### src/rtl/lpif_tx_arbiter.sv
// lpif_tx_arbiter: arbitrates one link's LPIF transmit port between the DLL's
// DLLP requester and TLP requester.
//
// Behaviour:
//  - The output beat is held in a register stage. A new beat may be loaded
//    when the stage is empty or its current beat is being taken by the PHY.
//  - New packets start only while the link is up and in L0.
//  - Losing the link empties the stage. The remainder of an in-flight TLP is
//    then consumed and dropped until its last beat has gone by.
//
// Optional build macro LPIF_TX_ARB_PERF_EN adds three free-running 32-bit
// performance counters:
//  - completed TLPs,
//  - completed DLLPs,
//  - cycles stalled by the PHY.

module lpif_tx_arbiter #(
    parameter int unsigned DATA_W        = 512,
    parameter int unsigned DLP_BURST_MAX = 4,
    parameter logic [3:0]  L0_STATE      = 4'h1
) (
    input  logic                  LCLK,
    input  logic                  lpreset,
    input  logic                  pl_linkUp,
    input  logic [3:0]            pl_state_sts,
    input  logic                  pl_trdy,
    input  logic                  tlp_valid,
    input  logic [DATA_W-1:0]     tlp_data,
    input  logic [DATA_W/8-1:0]   tlp_bvalid,
    input  logic                  tlp_sop,
    input  logic                  tlp_eop,
    output logic                  tlp_ready,
    input  logic                  dlp_valid,
    input  logic [63:0]           dlp_data,
    output logic                  dlp_ready,
    output logic                  lp_irdy,
    output logic [DATA_W-1:0]     lp_data,
    output logic [DATA_W/8-1:0]   lp_valid,
    output logic [DATA_W/8-1:0]   lp_tlpstart,
    output logic [DATA_W/8-1:0]   lp_tlpend,
    output logic [DATA_W/8-1:0]   lp_dlpstart,
    output logic [DATA_W/8-1:0]   lp_dlpend,
`ifdef LPIF_TX_ARB_PERF_EN
    output logic [31:0]           perf_tlp_cnt,
    output logic [31:0]           perf_dlp_cnt,
    output logic [31:0]           perf_stall_cnt,
`endif
    output logic                  arb_busy
);

    localparam int unsigned NB = DATA_W / 8;

    // Lane 0 marker. Every other lane marker is this value shifted left.
    localparam logic [NB-1:0] LANE0     = {{(NB-1){1'b0}}, 1'b1};
    localparam logic [NB-1:0] LANE7     = LANE0 << 7;
    localparam logic [NB-1:0] DLP_LANES = {{(NB-8){1'b0}}, 8'hFF};
    localparam logic [3:0]    BURST_MAX = 4'(DLP_BURST_MAX);

    typedef enum logic [1:0] {
        ST_IDLE  = 2'd0,
        ST_TLP   = 2'd1,
        ST_DRAIN = 2'd2
    } state_e;

    // One-hot marker on the highest valid lane. Lane valids are contiguous
    // from lane 0, so this is the last byte of the beat.
    function automatic logic [NB-1:0] last_lane(input logic [NB-1:0] bv);
        logic [NB-1:0] r;
        r = {NB{1'b0}};
        for (int i = 0; i < NB; i++) begin
            if (bv[i]) begin
                r = LANE0 << i;
            end else begin
                r = r;
            end
        end
        return r;
    endfunction

    state_e            state_q, state_d;
    logic [3:0]        starve_q, starve_d;
    logic              lp_irdy_q, lp_irdy_d;
    logic [DATA_W-1:0] lp_data_q, lp_data_d;
    logic [NB-1:0]     lp_valid_q, lp_valid_d;
    logic [NB-1:0]     lp_tlpstart_q, lp_tlpstart_d;
    logic [NB-1:0]     lp_tlpend_q, lp_tlpend_d;
    logic [NB-1:0]     lp_dlpstart_q, lp_dlpstart_d;
    logic [NB-1:0]     lp_dlpend_q, lp_dlpend_d;

    logic link_ok_s;
    logic load_s;
    logic dlp_win_s;
    logic grant_tlp_s;
    logic grant_dlp_s;
    logic drain_s;
    logic tlp_take_s;
    logic tlp_acc_s;
    logic dlp_acc_s;

    assign link_ok_s = pl_linkUp && (pl_state_sts == L0_STATE);
    assign load_s    = !lp_irdy_q || pl_trdy;

    // A DLLP wins unless a TLP has already waited through a full DLLP burst.
    assign dlp_win_s = dlp_valid && (!tlp_valid || (starve_q < BURST_MAX));

    // Decide which requester owns the output stage this cycle.
    always_comb begin
        grant_tlp_s = 1'b0;
        grant_dlp_s = 1'b0;
        drain_s     = 1'b0;
        case (state_q)
            ST_IDLE: begin
                if (dlp_win_s) begin
                    grant_dlp_s = 1'b1;
                end else if (tlp_valid && tlp_sop) begin
                    grant_tlp_s = 1'b1;
                end else begin
                    grant_tlp_s = 1'b0;
                end
            end
            ST_TLP:   grant_tlp_s = 1'b1;
            ST_DRAIN: drain_s     = 1'b1;
            default:  grant_tlp_s = 1'b0;
        endcase
    end

    // In DRAIN the rest of a broken TLP is consumed and dropped,
    // regardless of link state.
    assign tlp_ready  = drain_s || (load_s && grant_tlp_s && link_ok_s);
    assign dlp_ready  = load_s && grant_dlp_s && link_ok_s;
    assign tlp_take_s = tlp_valid && tlp_ready;
    assign tlp_acc_s  = tlp_take_s && !drain_s;
    assign dlp_acc_s  = dlp_valid && dlp_ready;

    // Next state: packets are never interleaved, and link loss mid-packet drains.
    always_comb begin
        state_d = state_q;
        case (state_q)
            ST_IDLE: begin
                if (tlp_acc_s && !tlp_eop) begin
                    state_d = ST_TLP;
                end else begin
                    state_d = ST_IDLE;
                end
            end
            ST_TLP: begin
                if (!link_ok_s) begin
                    state_d = ST_DRAIN;
                end else if (tlp_acc_s && tlp_eop) begin
                    state_d = ST_IDLE;
                end else begin
                    state_d = ST_TLP;
                end
            end
            ST_DRAIN: begin
                if (tlp_take_s && tlp_eop) begin
                    state_d = ST_IDLE;
                end else begin
                    state_d = ST_DRAIN;
                end
            end
            default: state_d = ST_IDLE;
        endcase
    end

    // Starvation counter: counts DLLP grants taken while a TLP was waiting.
    always_comb begin
        starve_d = starve_q;
        if (dlp_acc_s) begin
            if (tlp_valid) begin
                if (starve_q != 4'hF) begin
                    starve_d = starve_q + 4'd1;
                end else begin
                    starve_d = starve_q;
                end
            end else begin
                starve_d = 4'd0;
            end
        end else if (tlp_acc_s && (state_q == ST_IDLE)) begin
            starve_d = 4'd0;
        end else begin
            starve_d = starve_q;
        end
    end

    // Output stage: load the granted beat, empty it, or hold it while the PHY stalls.
    always_comb begin
        lp_irdy_d     = lp_irdy_q;
        lp_data_d     = lp_data_q;
        lp_valid_d    = lp_valid_q;
        lp_tlpstart_d = lp_tlpstart_q;
        lp_tlpend_d   = lp_tlpend_q;
        lp_dlpstart_d = lp_dlpstart_q;
        lp_dlpend_d   = lp_dlpend_q;
        if (!link_ok_s || (load_s && !tlp_acc_s && !dlp_acc_s)) begin
            lp_irdy_d     = 1'b0;
            lp_data_d     = {DATA_W{1'b0}};
            lp_valid_d    = {NB{1'b0}};
            lp_tlpstart_d = {NB{1'b0}};
            lp_tlpend_d   = {NB{1'b0}};
            lp_dlpstart_d = {NB{1'b0}};
            lp_dlpend_d   = {NB{1'b0}};
        end else if (tlp_acc_s) begin
            lp_irdy_d     = 1'b1;
            lp_data_d     = tlp_data;
            lp_valid_d    = tlp_bvalid;
            lp_tlpstart_d = tlp_sop ? LANE0 : {NB{1'b0}};
            lp_tlpend_d   = tlp_eop ? last_lane(tlp_bvalid) : {NB{1'b0}};
            lp_dlpstart_d = {NB{1'b0}};
            lp_dlpend_d   = {NB{1'b0}};
        end else if (dlp_acc_s) begin
            lp_irdy_d     = 1'b1;
            lp_data_d     = {{(DATA_W-64){1'b0}}, dlp_data};
            lp_valid_d    = DLP_LANES;
            lp_tlpstart_d = {NB{1'b0}};
            lp_tlpend_d   = {NB{1'b0}};
            lp_dlpstart_d = LANE0;
            lp_dlpend_d   = LANE7;
        end else begin
            lp_irdy_d     = lp_irdy_q;
        end
    end

    // State, counter and output-stage registers.
    always_ff @(posedge LCLK) begin
        if (lpreset) begin
            state_q       <= ST_IDLE;
            starve_q      <= 4'd0;
            lp_irdy_q     <= 1'b0;
            lp_data_q     <= {DATA_W{1'b0}};
            lp_valid_q    <= {NB{1'b0}};
            lp_tlpstart_q <= {NB{1'b0}};
            lp_tlpend_q   <= {NB{1'b0}};
            lp_dlpstart_q <= {NB{1'b0}};
            lp_dlpend_q   <= {NB{1'b0}};
        end else begin
            state_q       <= state_d;
            starve_q      <= starve_d;
            lp_irdy_q     <= lp_irdy_d;
            lp_data_q     <= lp_data_d;
            lp_valid_q    <= lp_valid_d;
            lp_tlpstart_q <= lp_tlpstart_d;
            lp_tlpend_q   <= lp_tlpend_d;
            lp_dlpstart_q <= lp_dlpstart_d;
            lp_dlpend_q   <= lp_dlpend_d;
        end
    end

    assign lp_irdy     = lp_irdy_q;
    assign lp_data     = lp_data_q;
    assign lp_valid    = lp_valid_q;
    assign lp_tlpstart = lp_tlpstart_q;
    assign lp_tlpend   = lp_tlpend_q;
    assign lp_dlpstart = lp_dlpstart_q;
    assign lp_dlpend   = lp_dlpend_q;
    assign arb_busy    = (state_q != ST_IDLE) || lp_irdy_q;

`ifdef LPIF_TX_ARB_PERF_EN
    logic [31:0] perf_tlp_q, perf_dlp_q, perf_stall_q;
    logic        xfer_s;

    assign xfer_s = lp_irdy_q && pl_trdy;

    // Performance counters; only beats actually taken by the PHY are counted.
    always_ff @(posedge LCLK) begin
        if (lpreset) begin
            perf_tlp_q   <= 32'd0;
            perf_dlp_q   <= 32'd0;
            perf_stall_q <= 32'd0;
        end else begin
            if (xfer_s && (lp_tlpend_q != {NB{1'b0}})) begin
                perf_tlp_q <= perf_tlp_q + 32'd1;
            end else begin
                perf_tlp_q <= perf_tlp_q;
            end
            if (xfer_s && (lp_dlpend_q != {NB{1'b0}})) begin
                perf_dlp_q <= perf_dlp_q + 32'd1;
            end else begin
                perf_dlp_q <= perf_dlp_q;
            end
            if (lp_irdy_q && !pl_trdy) begin
                perf_stall_q <= perf_stall_q + 32'd1;
            end else begin
                perf_stall_q <= perf_stall_q;
            end
        end
    end

    assign perf_tlp_cnt   = perf_tlp_q;
    assign perf_dlp_cnt   = perf_dlp_q;
    assign perf_stall_cnt = perf_stall_q;
`endif

endmodule
### config.mk
export PLATFORM = sky130hd
export DESIGN_NAME = lpif_tx_arbiter
export DESIGN_NICKNAME = d
export VERILOG_FILES = /design/src/rtl/lpif_tx_arbiter.sv
export SDC_FILE = /design/constraint.sdc
export NUM_CORES = 1
export LEC_CHECK = 0
export BUFFER_PORTS_ARGS = -buffer_cell sky130_fd_sc_hd__buf_2
export CAP_MARGIN = 5
export CELL_PAD_IN_SITES_DETAIL_PLACEMENT = 0
export CELL_PAD_IN_SITES_GLOBAL_PLACEMENT = 2
export CORE_AREA = 5 5 578 580
export DETAILED_ROUTE_END_ITERATION = 6
export DIE_AREA = 0 0 583 585
export PLACE_DENSITY_LB_ADDON = 0.1
export SLEW_MARGIN = 20
export SYNTH_ARGS = -nofsm -noshare
export SYNTH_HDL_FRONTEND = slang
export SYNTH_SLANG_ARGS = --single-unit
export TNS_END_PERCENT = 10
### constraint.sdc
create_clock -name LCLK -period 2.6 [get_ports LCLK]
set_input_delay 0.26 -clock LCLK [delete_from_list [all_inputs] [get_ports LCLK]]
set_output_delay 0.26 -clock LCLK [all_outputs]
set_load 0.02 [all_outputs]
==> results_dict.tcl, run 1 <==
set metrics [dict create \
    cts.clk_slew.worst_paths_ps 60 \
    vias_per_cell 3.12 \
    drv_cap 0 \
    cellLeakagePower_nw 18.8 \
    dp_cells 8300 \
    outcome "finished clean" \
    drc 0 \
    cp_cell_sequence "dlygate4sd3_1 -> buf_2 -> buf_4 -> buf_4 -> or4bb_1 -> nor3_1 -> o211a_1 -> nand4_1 -> o41ai_2 -> dlygate4sd3_1" \
    min_from "pl_linkUp" \
    p_per_area_nw_per_um2 567 \
    ff_latch_area_um2 13000 \
    nFillCells 37805 \
    core_area_um2 329000 \
    layout.nets 5361 \
    cts_htree_levels 3 \
    start_kind "input port" \
    yosys.area.top_type_share_pct 53.3 \
    dp_hpwl_um 185000 \
    worst_setup_path_end_kind "flop" \
    seq_area_frac_synth_pct 53.3 \
    rsz0062_at_grt "true" \
    synth_area_um2 24400 \
    switching_power_mw 7.01 \
    grt_start_max_net_pins 53 \
    yosysWarnings 0 \
    fin_skew_ps 38.1 \
    hold_path_class "input port to flop" \
    ir_worst_vdd_v 0.000457 \
    ys_ff_latch 649 \
    syn_avg_cell_area_um2 9.18 \
    io-pin-count 1488 \
    drive_gt1_share_pct 35.6 \
    multi_input_area_um2 9770 \
    r2r_start "lp_irdy" \
    design.die.area_um2 341000 \
    relSlewSlack_pct 64.4 \
    antenna_found_initial 120 \
    clkLatencyLatePin_ps 810 \
    synthArstFlopShare_pct 0 \
    synthDistinctLibCells 61 \
    fin_area_um2 47200 \
    synth_area_leaders "dfxtp_1 53%, a22oi_1 16%, nor2_1 9.0%" \
    worstMarginPinSlew_ps 529 \
    clkPwrFrac_pct 54.7 \
    timing.fmax_mhz 402 \
    gp_congestion 0.765 \
    final_cells 9181 \
    fin_crit_sh_pct 95.6 \
    internal_power_mw 19.8 \
    pre_cts_slack_ps -340 \
    synthMostInstantiatedCell "dfxtp_1" \
    cp_max_fo 4 \
    period_minus_slack_ps 2490 \
    slowest_stage "dlygate4sd3_1" \
    grt_pass1_vias 29975 \
    critical_path_required_ps 3350 \
    setup_viol 0 \
    io_buffers 1298 \
    critPathMaxStageDelay_ps 570 \
    drt_iter0_drc 1284 \
    cts.sinks 649 \
    clockBufferDepth 4 \
    critPathArrivalTime_ps 3240 \
    pwr-share-comb_pct 8.2 \
    synthCells 2658 \
    fp-row-count 211 \
    critPathKind "input port to flop" \
    synth_edf_count 0 \
    slew_viol_final 0 \
    syn_to_final_growth_pct 93.3 \
    critPathLaunch "tlp_valid" \
    start_util_pct 7.42 \
    switching_share_pct 26.2 \
    clock-root-buffer "clkbuf_16" \
    grt_overflow 0 \
    placed_cell_area_um2 36900 \
    synthTopCellsByCount "649 x dfxtp_1, 587 x nor2_1, 509 x a22oi_1" \
    final_antenna_net_count 0 \
    wire_per_inst_um 24.7 \
    track_usage_pct 12.6 \
    cts_buffers 107 \
    synth_top_cell_by_area "dfxtp_1" \
    via_count 28654 \
    die_x_um 583 \
    grt_pass1_wl_um 294000 \
    synth_flop_cell "dfxtp_1" \
    finalPower_mw 26.8 \
    dr.pass1.iters 5 \
    die_h_um 585 \
    drt_wl_total_um 227000 \
    cts_tree "yes" \
    hold_viol 0 \
    p_seq_share_pct 37.2 \
    setup_slack_ps 114 \
]
final cells by class:
cell class,count,area share [%]
Tap cell,4366,11.6
Clock buffer,164,6.64
Inverter,12,0.111
Sequential cell,649,27.6
Timing Repair Buffer,2169,32.6
Antenna cell,31,0.164
Multi-Input combinational cell,1769,20.7
Clock inverter,21,0.602
routing by layer:
metal | global-route usage, % | part of all wire, %
met1 | 14.0 | 39
met2 | 23.0 | 51
met3 | 4.50 | 8.3
met4 | 2.63 | 2.3
met5 | 0 | 0.12
per-stage QoR:
stage	hold WS, ps	setup TNS [ps]	utilization, %
final	132	0	14.4
after global routing	86.1	-8.46	14.3
after CTS	29.0	-69.4	14.3
after detailed placement	447	-95910	11.2
after global placement	442	-89620	11.2
after floorplan	329	0	-
what timing repair did:
action / 4_1_cts / 5_1_grt
resized for setup: 16 / 9
cloned: 2 / 0
hold buffers: 655 / 0
buffers inserted: 4 / 5
setup endpoints to repair: 14 / 123
pin swaps: 2 / 2
hold endpoints to repair: 645 / 0
placed cells by master (no fill, tap or decap), types with 6 or more instances in the layout:
master / n
clkbuf_16: 107
clkbuf_8: 24
a311oi_1: 35
nand4_1: 17
nand3_1: 19
nand2_1: 158
a22oi_1: 509
and3_1: 7
diode_2: 31
nor3_1: 15
buf_12: 51
dfxtp_1: 647
a31oi_1: 30
a32oi_1: 10
nor2_1: 586
buf_2: 1296
clkinv_2: 8
inv_1: 9
nor4_1: 12
a22o_1: 6
conb_1: 189
a32o_1: 20
clkbuf_1: 33
o221a_2: 8
nand2b_1: 7
dlygate4sd3_1: 655
a21oi_1: 24
o21ai_0: 32
buf_4: 160
registers in the layout, indices dropped and copies added (netlist names):
| name | cells |
|---|---|
| lp_tlpstart | 1 |
| lp_tlpend | 64 |
| lp_irdy | 1 |
| lp_dlpstart | 1 |
| lp_data | 512 |
| starve_q | 4 |
| lp_valid | 64 |
| state_q | 2 |
power by group through the flow:
stage	Combinational (mW)	Sequential (mW)	Clock, mW
2_1_floorplan	0.584	10.2	0
3_3_place_gp	1.29	10.2	0
3_5_place_dp	1.29	10.2	0
4_1_cts	2.27	9.95	15.6
5_1_grt	2.34	9.94	15.7
6_report	2.19	9.95	14.6
final timing paths:
| kind | end | slack, ps | cells past startpoint |
|---|---|---|---|
| worst max-delay path | lp_tlpend[5] | 110 | 10 |
| worst min-delay path | lp_tlpend[12] | 130 | 4 |
| worst max register to register | state_q[0] | 200 | 8 |
| worst min register to register | lp_tlpend[21] | 450 | 2 |
cell families after synthesis:
logic type	synth area share, %
buffers and inverters	10.0
and+or+nand+nor	15.4
AOI/OAI and AO/OA	21.2
muxes	0.0462
adders and majority gates	0.0513
DFF	53.3
other	0.0154
critical path: cells and delay by family:
| kind | cells | cell delay [ps] |
|---|---|---|
| compound gates | 2 | 570 |
| simple gates | 3 | 830 |
| buf+inv | 5 | 1570 |
(Power assumes the default switching activity.)
==> run 2: changes to the inputs <==
--- a/config.mk
+++ b/config.mk
@@ -9,10 +9,11 @@
 export CAP_MARGIN = 5
 export CELL_PAD_IN_SITES_DETAIL_PLACEMENT = 0
 export CELL_PAD_IN_SITES_GLOBAL_PLACEMENT = 2
-export CORE_AREA = 5 5 578 580
+export CORE_AREA = 5 5 571 573
 export DETAILED_ROUTE_END_ITERATION = 6
-export DIE_AREA = 0 0 583 585
+export DIE_AREA = 0 0 576 578
 export PLACE_DENSITY_LB_ADDON = 0.1
+export SETUP_SLACK_MARGIN = 0.5
 export SLEW_MARGIN = 20
 export SYNTH_ARGS = -nofsm -noshare
 export SYNTH_HDL_FRONTEND = slang
==> constraint.sdc (replaced) <==
create_clock -name LCLK -period 3 [get_ports LCLK]
set_input_delay 0.3 -clock LCLK [delete_from_list [all_inputs] [get_ports LCLK]]
set_output_delay 0.3 -clock LCLK [all_outputs]
set_load 0.02 [all_outputs]
==> run 2 against run 1 <==
Net effect:
- via count shrank 0.91%
- hold slack lost 17 ps
- critical path depth is the same
- highest routed layer unchanged
- largest power group unchanged
==> results_dict.tcl, run 2 (synthesis gave the netlist of run 1 again) <==
set metrics [dict create \
    nFillCells 36684 \
    antenna_found_initial 136 \
    hold_path_class "input port to flop" \
    fin_crit_sh_pct 84.5 \
    worstMarginPinSlew_ps 770 \
    start_util_pct 7.62 \
    p_per_area_nw_per_um2 500 \
    syn_to_final_growth_pct 91.2 \
    reg2reg_slack_ps 570 \
    clock-root-buffer "clkbuf_16" \
    rsz0062_at_grt "true" \
    core_area_um2 320000 \
    cts_buffers 107 \
    io_buffers 1298 \
    start_kind "input port" \
    drt_wl_total_um 224000 \
    critical_path_required_ps 3740 \
    hold_viol 0 \
    layout.nets 5308 \
    track_usage_pct 12.7 \
    relSlewSlack_pct 48.7 \
    finalPower_mw 23.3 \
    dr.pass1.iters 7 \
    wire_per_inst_um 25.0 \
    final_antenna_net_count 0 \
    grt_start_max_net_pins 70 \
    via_count 28392 \
    critPathArrivalTime_ps 3270 \
    io-pin-count 1488 \
    period_minus_slack_ps 2540 \
    cp_max_fo 4 \
    timing.fmax_mhz 394 \
    outcome "finished clean" \
    critPathKind "input port to flop" \
    die_h_um 578 \
    cellLeakagePower_nw 18.6 \
    clkLatencyLatePin_ps 860 \
    drv_cap 0 \
    ir_worst_vdd_v 0.000469 \
    drive_gt1_share_pct 35.0 \
    die_x_um 576 \
    cts.clk_slew.worst_paths_ps 50 \
    fin_skew_ps 66.6 \
    largest_reg_flops 512 \
    layout_commonest_cell "buf_2" \
    drc 0 \
    slew_viol_final 0 \
    worst_setup_path_end_kind "flop" \
    drt_iter0_drc 1458 \
    hold_slack_ps 115 \
    grt_pass1_wl_um 289000 \
    dp_hpwl_um 181000 \
    cts_tree "yes" \
    vias_per_cell 3.16 \
    design.die.area_um2 333000 \
    fp-row-count 208 \
    setup_viol 0 \
    final_cell_mix "1296 x buf_2, 648 x dlygate4sd3_1, 647 x dfxtp_1" \
    grt_overflow 0 \
    gp_congestion 0.810 \
    cts_htree_levels 3 \
    cts.sinks 649 \
    clockBufferDepth 4 \
    grt_pass1_vias 29183 \
]
-- run 2: metrics by stage --
| stage | setup TNS [ps] | cell area [um^2] | util, % | instances | setup WS, ps |
|---|---|---|---|---|---|
| after floorplan | 0 | 25100 | - | 2846 | 788 |
| after global placement | 0 | 36200 | 11.3 | 8078 | 21.1 |
| after detailed placement | -61.4 | 36200 | 11.3 | 8078 | -37.6 |
| after CTS | 0 | 46400 | 14.5 | 8932 | 425 |
| after global routing | 0 | 46600 | 14.6 | 8970 | 427 |
| final | 0 | 46700 | 14.6 | 8980 | 464 |
-- run 2: per-layer routing --
metal	global-route usage, %	wire length [um]
met2	22.5	111000
met3	4.83	20500
met4	4.20	7970
met5	0	212
met1	13.9	85000
-- run 2: final timing paths --
path / depth (start not counted) / startpoint / endpoint
setup reg to reg: 12 / lp_irdy / lp_tlpend[13]
setup / recovery: 10 / tlp_bvalid[63] / lp_tlpend[13]
hold / removal: 4 / tlp_bvalid[60] / lp_tlpend[60]
hold reg to reg: 2 / lp_tlpend[26] / lp_tlpend[26]
-- run 2: power breakdown --
group	switching (mW)	internal, mW	leakage (nW)
Clock	5.15	7.64	1.71
Sequential	0.000426	8.62	5.23
Combinational	0.965	0.928	11.7
-- run 2: what timing repair did --
action / 4_1_cts / 5_1_grt
pin swaps: 5 / 1
gates cloned: 3 / 2
hold buffers: 648 / 0
buffers inserted: 11 / 4
endpoints found under the hold margin: 639 / 0
setup endpoints to repair: 264 / 226
resized for setup: 24 / 7
-- run 2: area by class of cell --
class | instances | area (um^2) | area share, %
repair buffers | 2116 | 15000 | 32.2
flip-flops and latches | 649 | 13000 | 27.9
multi-input cells | 1769 | 9740 | 20.9
well taps | 4200 | 5260 | 11.3
clock buffers | 171 | 3220 | 6.90
clock inverters | 21 | 279 | 0.598
diodes | 42 | 105 | 0.225
inverters | 12 | 52.6 | 0.113
-- run 2: critical path: stages --
cell and delay [ps]:
dlygate4sd3_1 580, buf_2 210, or4bb_1 550, nor3_1 350
o2111ai_1 170, buf_4 200, buf_4 150, nor4bb_1 450
buf_4 190, a22o_1 110
==> run 3: changes to the inputs <==
--- a/config.mk
+++ b/config.mk
@@ -9,9 +9,9 @@
 export CAP_MARGIN = 5
 export CELL_PAD_IN_SITES_DETAIL_PLACEMENT = 0
 export CELL_PAD_IN_SITES_GLOBAL_PLACEMENT = 2
-export CORE_AREA = 5 5 571 573
+export CORE_AREA = 5 5 578 580
 export DETAILED_ROUTE_END_ITERATION = 6
-export DIE_AREA = 0 0 576 578
+export DIE_AREA = 0 0 583 585
 export PLACE_DENSITY_LB_ADDON = 0.1
 export SETUP_SLACK_MARGIN = 0.5
 export SLEW_MARGIN = 20
==> constraint.sdc (replaced) <==
create_clock -name LCLK -period 2.55 [get_ports LCLK]
set_input_delay 0.255 -clock LCLK [delete_from_list [all_inputs] [get_ports LCLK]]
set_output_delay 0.255 -clock LCLK [all_outputs]
set_load 0.02 [all_outputs]
==> run 3 against run 2 <==
Net effect:
- die area increased by 2.4%
- non-clock buffer count is 113 higher
- routed wire length up 4.1%
- critical path type is now flop to flop
- via count is 1.8% higher
- count of clock-buffer cells in the layout fell by 4
- cell area increased by 6.1%
- first-iteration DRC count is 12% lower
- largest power group unchanged
- sequential power grew 17%
- critical path depth up 4
- global-route usage up 0.18 points
- clock power is 16% higher
==> results_dict.tcl, run 3 (synthesis gave the netlist of run 1 again) <==
set metrics [dict create \
    outcome "finished clean" \
    final_antenna_net_count 0 \
    drc 0 \
    io-pin-count 1488 \
    worstMarginPinSlew_ps 570 \
    layout.nets 5422 \
    fin_skew_ps 59.3 \
    cts_buffers 108 \
    start_util_pct 7.42 \
    clockBufferDepth 4 \
    hold_slack_ps 109 \
    final_cells 9236 \
    hold_path_class "input port to flop" \
    track_usage_pct 12.9 \
    worst_r2r_path_depth 14 \
    reg2reg_slack_ps 80 \
    period_minus_slack_ps 2470 \
    r2r-end "lp_tlpend[39]" \
    cellLeakagePower_nw 19.5 \
    critPathMaxStageDelay_ps 330 \
    slowest_stage "or3_4" \
    timing.fmax_mhz 405 \
    start_kind "flop" \
    layout_commonest_cell "buf_2" \
    dr.pass1.iters 5 \
    die_h_um 585 \
    final.setup.tns_ps 0 \
    hold_end "state_q[1]" \
    setup_viol 0 \
    clkLatencyLatePin_ps 830 \
    final_core_util_pct 15.1 \
    r2r_start "lp_irdy" \
    grt_start_max_net_pins 70 \
    critPathLaunch "lp_irdy" \
    cp_max_fo 23 \
    fin_crit_sh_pct 96.9 \
    drt_iter0_drc 1285 \
    clock-root-buffer "clkbuf_16" \
    largest_reg_flops 512 \
    io_buffers 1298 \
    min_path_cells 5 \
    cts_tree "yes" \
    fp-row-count 211 \
    cts_htree_levels 3 \
    ir_worst_vdd_v 0.000569 \
    dp_cells 8314 \
    relSlewSlack_pct 61.7 \
    drive_gt1_share_pct 39.5 \
    critPathArrivalTime_ps 3140 \
    wire_per_inst_um 25.3 \
    syn_to_final_growth_pct 103 \
    final_cell_mix "1296 x buf_2, 650 x dlygate4sd3_1, 647 x dfxtp_1" \
    min_from "pl_state_sts[2]" \
    p_per_area_nw_per_um2 553 \
    finalPower_mw 27.4 \
    cts.sinks 649 \
    critical_path_required_ps 3220 \
    worst_setup_path_end_kind "flop" \
    cts.clk_slew.worst_paths_ps 60 \
    rsz0062_at_grt "true" \
    cp_cell_sequence "nor2b_4 -> buf_6 -> buf_12 -> or3_4 -> buf_4 -> buf_6 -> nor3_4 -> buf_6 -> buf_12 -> buf_6 -> buf_8 -> nor3_4 -> buf_12 -> a32o_1" \
    dp_hpwl_um 187000 \
    grt_pass1_wl_um 299000 \
    critPathKind "flop to flop" \
    core_area_um2 329000 \
    slew_viol_final 0 \
    grt_pass1_vias 29948 \
    drv_cap 0 \
    grt_overflow 0 \
    drt_wl_total_um 234000 \
    antenna_found_initial 113 \
    design.die.area_um2 341000 \
    die_x_um 583 \
    via_count 28889 \
    gp_congestion 0.768 \
    vias_per_cell 3.13 \
    path_common_cell "buf_6" \
    hold_viol 0 \
]
run 3: area by class of cell:
| class | instances | area, um^2 |
|---|---|---|
| clock inverters | 16 | 203 |
| inverters | 12 | 50.0 |
| diodes | 28 | 70.1 |
| flip-flops and latches | 649 | 13000 |
| clock buffers | 167 | 3220 |
| fillers | 37661 | 279000 |
| multi-input cells | 1769 | 10500 |
| repair buffers | 2229 | 17000 |
| well taps | 4366 | 5460 |
run 3: worst max-delay path, delay by kind of cell, from the launching register on:
| family | cells | cell delay, ps |
|---|---|---|
| AOI/OAI and AO/OA | 1 | 230 |
| and+or+nand+nor | 4 | 680 |
| DFF | 1 | 320 |
| buffers and inverters | 9 | 1100 |
run 3: how the worst max path moves through the flow:
stage               depth (start not counted)  slack, ps             to
finish                                     14         80  lp_tlpend[39]
global route                                7        -50      tlp_ready
CTS                                         7        -60      tlp_ready
detailed placement                         10       -190   lp_data[108]
global placement                           10       -260   lp_data[108]
floorplan                                   7        460    lp_data[53]
run 3: what timing repair did:
action / 4_1_cts / 5_1_grt
hold buffers: 650 / 0
pin swaps: 193 / 314
endpoints found under the setup margin: 622 / 645
buffers inserted: 33 / 4
resized for setup: 175 / 92
hold endpoints to repair: 643 / 0
cloned: 17 / 7
run 3: through the flow:
step / instance area, um^2 / setup WS (ps)
after floorplan: 25100 / 463
after global placement: 37200 / -256
after detailed placement: 37200 / -194
after CTS: 48700 / -61.8
final: 49500 / 79.4
after global routing: 49500 / -47.5
run 3: power by group:
part,switching (mW),internal [mW],leakage [nW],total [mW]
Clock,6.10,8.80,1.67,14.9
Sequential,0.000463,10.1,5.23,10.1
Combinational,1.17,1.14,12.6,2.32
Total,7.27,20.1,19.5,27.4
run 3: routing by layer:
layer,global-route usage (%),share of wire (%),vias up
li1,-,-,13445
met1,14.7,39,13868
met2,23.0,50,1213
met3,4.88,8.8,325
met4,2.63,2.3,38
met5,0,0.11,-
